===== src/rtl/func_sweep_ctrl.sv =====
// rtl/func_sweep_ctrl.sv - on-chip exhaustive sweep of a combinational function block
// against a golden truth table; define FUNC_SWEEP_ABORT_EN to end the sweep at the first mismatch.
module func_sweep_ctrl #(
  parameter int N_IN   = 4,
  parameter int SETTLE = 1
) (
  input  logic                 clk,
  input  logic                 rst_n,
  input  logic                 start,
  input  logic [2**N_IN-1:0]   expected,
  output logic [N_IN-1:0]      vec,
  input  logic                 y,
  output logic                 busy,
  output logic                 done,
  output logic                 pass,
  output logic [2**N_IN-1:0]   truth_table,
  output logic [N_IN:0]        err_cnt,
  output logic [N_IN-1:0]      fail_idx
);

  localparam int NV = 2**N_IN;

  typedef enum logic [1:0] {S_IDLE, S_WAIT, S_SAMPLE, S_DONE} state_t;

  state_t          state_q, state_d;
  logic [N_IN-1:0] idx_q, idx_d;
  logic [7:0]      settle_q, settle_d;
  logic [NV-1:0]   exp_q, exp_d;
  logic [NV-1:0]   tt_q, tt_d;
  logic [N_IN:0]   err_q, err_d;
  logic            pass_q, pass_d;
  logic [N_IN-1:0] fail_q, fail_d;
  logic            first_q, first_d;
  logic            mismatch;
  logic            abort_now;

  always_comb begin
    state_d   = state_q;
    idx_d     = idx_q;
    settle_d  = settle_q;
    exp_d     = exp_q;
    tt_d      = tt_q;
    err_d     = err_q;
    pass_d    = pass_q;
    fail_d    = fail_q;
    first_d   = first_q;
    mismatch  = (y != exp_q[idx_q]);
`ifdef FUNC_SWEEP_ABORT_EN
    abort_now = mismatch && !first_q;
`else
    abort_now = 1'b0;
`endif

    case (state_q)
      S_IDLE: begin
        if (start) begin
          idx_d    = '0;
          settle_d = 8'(SETTLE);
          exp_d    = expected;
          tt_d     = '0;
          err_d    = '0;
          pass_d   = 1'b0;
          fail_d   = '0;
          first_d  = 1'b0;
          state_d  = S_WAIT;
        end
      end
      S_WAIT: begin
        if (settle_q <= 8'd1) state_d = S_SAMPLE;
        else                  settle_d = settle_q - 8'd1;
      end
      S_SAMPLE: begin
        tt_d[idx_q] = y;
        if (mismatch) begin
          err_d = err_q + 1'b1;
          if (!first_q) begin
            fail_d  = idx_q;
            first_d = 1'b1;
          end
        end
        // pass is resolved here, including this sample, so it is final in the done cycle
        if (idx_q == N_IN'(NV - 1) || abort_now) begin
          pass_d  = (err_d == '0);
          state_d = S_DONE;
        end else begin
          idx_d    = idx_q + 1'b1;
          settle_d = 8'(SETTLE);
          state_d  = S_WAIT;
        end
      end
      S_DONE: state_d = S_IDLE;
      default: state_d = S_IDLE;
    endcase
  end

  always_ff @(posedge clk) begin
    if (!rst_n) begin
      state_q  <= S_IDLE;
      idx_q    <= '0;
      settle_q <= '0;
      exp_q    <= '0;
      tt_q     <= '0;
      err_q    <= '0;
      pass_q   <= 1'b0;
      fail_q   <= '0;
      first_q  <= 1'b0;
    end else begin
      state_q  <= state_d;
      idx_q    <= idx_d;
      settle_q <= settle_d;
      exp_q    <= exp_d;
      tt_q     <= tt_d;
      err_q    <= err_d;
      pass_q   <= pass_d;
      fail_q   <= fail_d;
      first_q  <= first_d;
    end
  end

  assign vec         = idx_q;
  assign busy        = (state_q == S_WAIT) || (state_q == S_SAMPLE);
  assign done        = (state_q == S_DONE);
  assign pass        = pass_q;
  assign truth_table = tt_q;
  assign err_cnt     = err_q;
  assign fail_idx    = fail_q;

endmodule


===== config.mk =====
export PLATFORM = sky130hd
export DESIGN_NAME = func_sweep_ctrl
export DESIGN_NICKNAME = d
export VERILOG_FILES = /design/src/rtl/func_sweep_ctrl.sv
export SDC_FILE = /design/constraint.sdc
export NUM_CORES = 1
export LEC_CHECK = 0
export ABC_AREA = 1
export ABC_CLOCK_PERIOD_IN_PS = 2800
export BUFFER_PORTS_ARGS = -buffer_cell sky130_fd_sc_hd__buf_2
export CORE_MARGIN = 2
export CORE_UTILIZATION = 40
export CTS_CLUSTER_DIAMETER = 40
export CTS_CLUSTER_SIZE = 8
export DETAILED_ROUTE_END_ITERATION = 7
export GPL_TIMING_DRIVEN = 0
export HOLD_SLACK_MARGIN = 0.06
export MAX_ROUTING_LAYER = met4
export PLACE_DENSITY_LB_ADDON = 0.05
export SLEW_MARGIN = 20
export SYNTH_ARGS = -nofsm -noshare
export SYNTH_HDL_FRONTEND = slang
export SYNTH_SLANG_ARGS = --single-unit
export TNS_END_PERCENT = 100

===== constraint.sdc =====
create_clock -name clk -period 2.8 [get_ports clk]
set_clock_uncertainty 0.1 [all_clocks]
set_input_delay 0.28 -clock clk [delete_from_list [all_inputs] [get_ports clk]]
set_output_delay 0.28 -clock clk [all_outputs]
set_load 0.005 [all_outputs]

==> impl_metrics.toml, run 1 <==
[cells_and_area]
utilization_pct = 48.9
fillCellCount = 777
stdcell_area_sq_um = 3530
fin_cells = 583
final_cell_mix = "nand2_1 (101), dfxtp_1 (57), buf_2 (53)"
syn_to_final_growth_pct = 19.4
multi_input_area_sq_um = 1550
nets = 513
regArea_sq_um = 1140
antenna_cells = 0
mostFrequentLayoutCell = "nand2_1"
layout-drive-gt1-share_pct = 21.1

[worst_setup_path]
crit_path_max_incr_delay_ns = 0.38
crit_family = "buffers and inverters"
worst-path-buf-inv = 4
path_common_cell = "inv_1"
crit_cells = 10
cp_cell_sequence = "inv_1 > ha_1 > nand2_1 > inv_1 > a21oi_2 > inv_1 > clkbuf_1 > o21ai_0 > nand2_1 > a21oi_1"
slowest_stage = "dfxtp_1"
cp_data_required_time_ns = 2.96
worst_setup_path_end_kind = "flip-flop"
start_kind = "flip-flop"
path_max_fanout = 10
crit_type = "reg2reg"
r2r_cells = 10
cp.arrival_ns = 2.48

[cts]
cts_hold_buf = 0
htree_num_levels = 3
clock_path_buffers = 2
clkTransAtPathRegs_ns = 0.06
cts.sinks = 57
cts_tree = "done"
numCtsBuffers = 9
post_cts_buffers = 0
cts_resized = 0
clock-root-buffer = "clkbuf_8"
insertion_delay_ns = 0.33

[pwr]
finalPower_mw = 2.90
peakVddDrop_mv = 0.652
p_leak_nw = 1.58
power_density_nw_per_um2 = 822

[placement]
port-buffer-count = 51
place_inst = 568
placed_area_sq_um = 3330
place_ws_ns = 0.439
dpl.hpwl_um = 5230
gp_congestion = 0.767

[floorplan]
dieArea_sq_um = 8090
core_sq_um = 7210
start_util_pct = 40.9
die_h_um = 89.9
num_rows = 31
ios = 52
die_w_um = 89.9

[drt]
met2_length_um = 3160
vias = 2759
postRouteAntennaNets = 0
drc = 0
top_layer = "met4"
drt_pass1_iterations = 4
drtIter0Drc = 134
dr_wl_met3_um = 337
drt_wl_total_um = 7070
wire_per_inst_um = 12.1
viasPerCell = 4.73
m1WireLength_um = 3520

[synthesis]
syn_area_sq_um = 2950
yosys_warnings = 0
synth_cells = 418
synth_nets = 451
ys_types = 35
synth.avg_cell_area_sq_um = 7.07
ys_seq_elements = 57
yosysSeqAreaShare_pct = 38.6

[grt]
grt_pass1_vias = 2628
grt_pass1_wl_um = 12300
grt_max_degree = 12
grt_util_all_layers_pct = 19.1
antenna_found_initial = 0
overflow = 0

[run_status]
outcome = "complete, no violations"

[sta]
timing.final.crit_share_pct = 82.9
max_freq_mhz = 431
tightest_slew_ns = 0.564
setup_tns_ns = 0
rsz0062_at_grt = "false"
hold_violations = 0
drv_slew = 0
relSlewSlack_pct = 62.4
min_period_ns = 2.32
setup_viol = 0
hold_ws_ns = 0.131
setup_slack_ns = 0.479

[min_path]
min_path_cells = 3
hold_class = "in2reg"

[job]
cap_viol_max_count = 0
## final cells by class
type / count / area share, %
Inverter: 50 / 5.32
Sequential cell: 57 / 32.3
Timing Repair Buffer: 51 / 7.23
Tap cell: 99 / 3.51
Clock buffer: 12 / 4.40
Clock inverter: 3 / 1.13
Multi-Input combinational cell: 297 / 43.9
Buffer: 14 / 2.13
## state kept, by name, summed over array words and instances, names as in the netlist
register     count
state_q          2
exp_q           16
err_cnt          5
fail_idx         4
settle_q         8
pass             1
vec              4
truth_table     16
first_q          1
## logic make-up (layout without fill, tap and decap cells)
family	count (synthesis)	in the layout	share of synthesized area, %
AO/OA/AOI/OAI	95	95	17.0
XOR/XNOR	5	5	1.48
adder cells (fa/ha/maj)	13	13	5.51
buffers and inverters	64	130	8.89
flip-flops	57	57	38.6
AND/OR/NAND/NOR	184	184	28.5
## path summary, 6_finish.rpt
path                     from             end  slack (ns)
setup / recovery   state_q[0]  truth_table[9]        0.48
hold / removal    expected[5]        exp_q[5]        0.13
setup reg to reg   state_q[0]  truth_table[9]        0.48
hold reg to reg      exp_q[7]        exp_q[7]        0.35
## synth_stat cells, drive strengths merged
cell type / count / share of area [%]
a211oi: 1 / 0.25
a31oi: 1 / 0.21
nor3: 4 / 1.0
dlygate4sd1: 1 / 0.30
nand4: 2 / 0.64
o311a: 1 / 0.34
or2: 3 / 0.64
nor2: 42 / 6.6
ha: 13 / 5.5
dfxtp: 57 / 39
nand3: 21 / 3.9
xor2: 3 / 0.89
buf: 5 / 1.2
nand2: 111 / 15
o21ai: 39 / 6.9
clkbuf: 8 / 1.0
a21oi: 51 / 8.9
inv: 50 / 6.4
xnor2: 2 / 0.59
and3: 1 / 0.21
o22ai: 1 / 0.21
o21bai: 1 / 0.25
## routing by layer
layer | vias up | track usage (%)
met3 | 6 | 5.53
met4 | 0 | 4.74
met1 | 1237 | 24.7
met5 | - | -
met2 | 48 | 29.7
li1 | 1468 | -
## where the power goes
| group | total [mW] | leakage, nW | internal [mW] | switching (mW) |
|---|---|---|---|---|
| combinational | 1.10 | 1.02 | 0.379 | 0.726 |
| sequential | 1.03 | 0.464 | 0.945 | 0.0816 |
| clock | 0.771 | 0.102 | 0.452 | 0.319 |
## worst register-to-register path: stages, from the launching register on
cell	delay, ns
dfxtp_1	0.38
inv_1	0.12
ha_1	0.24
nand2_1	0.18
inv_1	0.08
a21oi_2	0.32
inv_1	0.26
clkbuf_1	0.27
o21ai_0	0.13
nand2_1	0.07
a21oi_1	0.12
(Power assumes the default switching activity.)
==> inputs of run 2 (changes only) <==
ABC_AREA = 0   (was 1)
ABC_CLOCK_PERIOD_IN_PS = 2400   (was 2800)
clock period = 2.4 ns   (was 2.8 ns; I/O delays follow)
==> run 2 against run 1 <==
  * The run now ends with negative setup slack left
  * Wire length increased by 6.5%
  * Worst setup slack got worse by 0.59 ns
  * Via count increased by 1.3%
  * Cell area increased by 5.7%
  * Synthesized area decreased by 3.3%
  * Sequential power increased by 15%
  * Power increased by 20%
  * Critical path depth decreased by 4
  * Combinational power increased by 23%
  * Synthesized cell count decreased by 15%
  * Clock-buffer cell count increased by 1
  * Critical path type unchanged
  * Largest cell class unchanged
==> impl_metrics.toml, run 2 <==
[run_status]
outcome = "finished with violations"
failed_checks = "negative setup slack"

[synthesis]
yosys_warnings = 0
synth.top_cell.area_share_pct = 39.9
synth_ff_type = "dfxtp_1"
synth_area_leaders = "dfxtp_1 (40%), a21oi_1 (10%), nand2_1 (5.9%)"
ys_types = 42
synth_cells = 355
syn_area_sq_um = 2860
ys_async_sr_fraction_pct = 0
synth.most_common_cell = "a21oi_1"
yosysSeqAreaShare_pct = 39.9
synth.avg_cell_area_sq_um = 8.05
synth_edf_count = 0
ys_seq_elements = 57
yosysTopAreaCell = "dfxtp_1"
synth_nets = 388
synth_common_cells = "a21oi_1 (58), dfxtp_1 (57), nand2_1 (45)"

[sta]
timing.final.crit_share_pct = 105
hold_violations = 0
min_period_ns = 2.51
hold_ws_ns = 0.244
rsz0062_at_grt = "true"
setup_viol = 6
setup_slack_ns = -0.112
max_freq_mhz = 398
drv_slew = 0
tightest_slew_ns = 0.622
relSlewSlack_pct = 58.5

[cells_and_area]
stdcell_area_sq_um = 3730
layout-drive-gt1-share_pct = 21.7
final_cell_mix = "a21oi_1 (57), dfxtp_1 (56), buf_2 (49)"
mostFrequentLayoutCell = "a21oi_1"
nets = 467
syn_to_final_growth_pct = 30.6
antenna_cells = 0
fin_cells = 534

[min_path]
min-delay-start = "rst_n"
hold_class = "in2reg"

[grt]
overflow = 0
grt_pass1_wl_um = 12600
grt_util_all_layers_pct = 21.4
antenna_found_initial = 0
grt_pass1_vias = 2677
grt_max_degree = 11

[drt]
drc = 0
vias = 2794
drtIter0Drc = 136
drt_wl_total_um = 7530
postRouteAntennaNets = 0
drt_pass1_iterations = 4
viasPerCell = 5.23
wire_per_inst_um = 14.1

[pwr]
power_density_nw_per_um2 = 936
seq_power_share_pct = 33.7
p_int_mw = 2.18
pwr-share-comb_pct = 38.7
pwr-share-clk_pct = 27.6
finalPower_mw = 3.49
p_switching_mw = 1.31
p_leak_nw = 1.50
peakVddDrop_mv = 0.503
swShare_pct = 37.6

[cts]
cts.sinks = 57
htree_num_levels = 3
clock_path_buffers = 2
clock-root-buffer = "clkbuf_8"
insertion_delay_ns = 0.34
clkTransAtPathRegs_ns = 0.06
numCtsBuffers = 9
cts_tree = "done"

[worst_setup_path]
worst_setup_path_end_kind = "flip-flop"
cp-startpoint = "vec[1]"
cp.arrival_ns = 2.65
crit_path_max_incr_delay_ns = 0.59
cp_data_required_time_ns = 2.54
slowest_stage = "mux4_2"
cp_cell_sequence = "buf_8 > mux4_2 > mux4_2 > xor2_2 > or4_1 > o311ai_1"
crit_type = "reg2reg"
path_max_fanout = 5
rr_startpoint = "vec[1]"
start_kind = "flip-flop"
path_common_cell = "mux4_2"

[placement]
placed_area_sq_um = 3230
place_inst = 500
gp_congestion = 0.780
dpl.hpwl_um = 5030
place_ws_ns = -0.294
port-buffer-count = 49

[floorplan]
core_sq_um = 6870
start_util_pct = 41.6
die_h_um = 88.5
dieArea_sq_um = 7830
num_rows = 30
die_w_um = 88.5
ios = 52

[job]
cap_viol_max_count = 0
==> run 2: changes by cell type in the layout (fill, tap and decap cells not counted), sizes merged, moves of 15 or more <==
cell         before  now
nand2           111   45
nand4             2   17
clkbuf           20   41
inv              50   11
nor2             42   14
dlygate4sd3       0   16
==> run 2: what timing repair did <==
action	in CTS	in global routing
hold buffers	16	0
cloned	1	0
gates resized for setup	17	6
setup endpoints to repair	17	30
pin swaps	10	1
setup buffers	5	0
endpoints found under the hold margin	16	0
==> run 2: kinds of logic (layout without fill, tap and decap cells) <==
kind of cell               Yosys count  in the layout  share of synthesized area, %
buffers and inverters               45            128                          5.96
adders and majority gates           13             13                          5.69
DFF                                 57             57                          39.9
xor gates and xnor gates             6              6                          1.84
muxes                                5              5                          3.94
and+or+nand+nor                    120            120                          20.6
AOI/OAI and AO/OA                  109            109                          22.0
==> run 2: metal layers <==
layer | part of all wire, % | GRT usage [%]
met1 | 48 | 27.3
met2 | 47 | 33.7
met3 | 3.6 | 3.73
met4 | 1.2 | 8.26
met5 | 0 | -
==> run 2: worst max-delay path: cells and delay by family, from the launching register on <==
kind,cells,cell delay (ns)
muxes,2,1.09
and+or+nand+nor,1,0.43
DFF,1,0.35
xor gates and xnor gates,1,0.21
buffers and inverters,1,0.12
AOI/OAI and AO/OA,1,0.10
==> run 2: cell type report <==
class,count,area [sq um]
buffer,29,133
clock buffer,13,179
clock inverter,2,35.0
fill,679,3140
inverter,13,48.8
multi-input combinational,253,1620
sequential,57,1140
tap,96,120
timing repair buffer,71,454
==> run 2: per-stage QoR <==
step	TNS [ns]	utilization (%)
floorplan	0	-
global placement	-2.89	47.0
detailed placement	-3.14	47.0
CTS	-0.348	54.2
global route	-1.23	54.3
finish	-0.396	54.3
==> run 2: final timing paths <==
kind | end | slack (ns) | depth (start not counted)
worst max-delay path | pass | -0.11 | 6
worst min-delay path | err_cnt[3] | 0.24 | 2
worst max register to register | pass | -0.11 | 6
worst min register to register | exp_q[15] | 0.35 | 2
==> run 2: power by group through the flow <==
stage / registers (mW) / clock network, mW / logic, mW
after detailed placement: 1.20 / 0 / 1.21
after floorplan: 1.17 / 0 / 0.918
after global routing: 1.20 / 1.03 / 1.51
after CTS: 1.18 / 0.991 / 1.33
final: 1.18 / 0.964 / 1.35
after global placement: 1.19 / 0 / 1.21
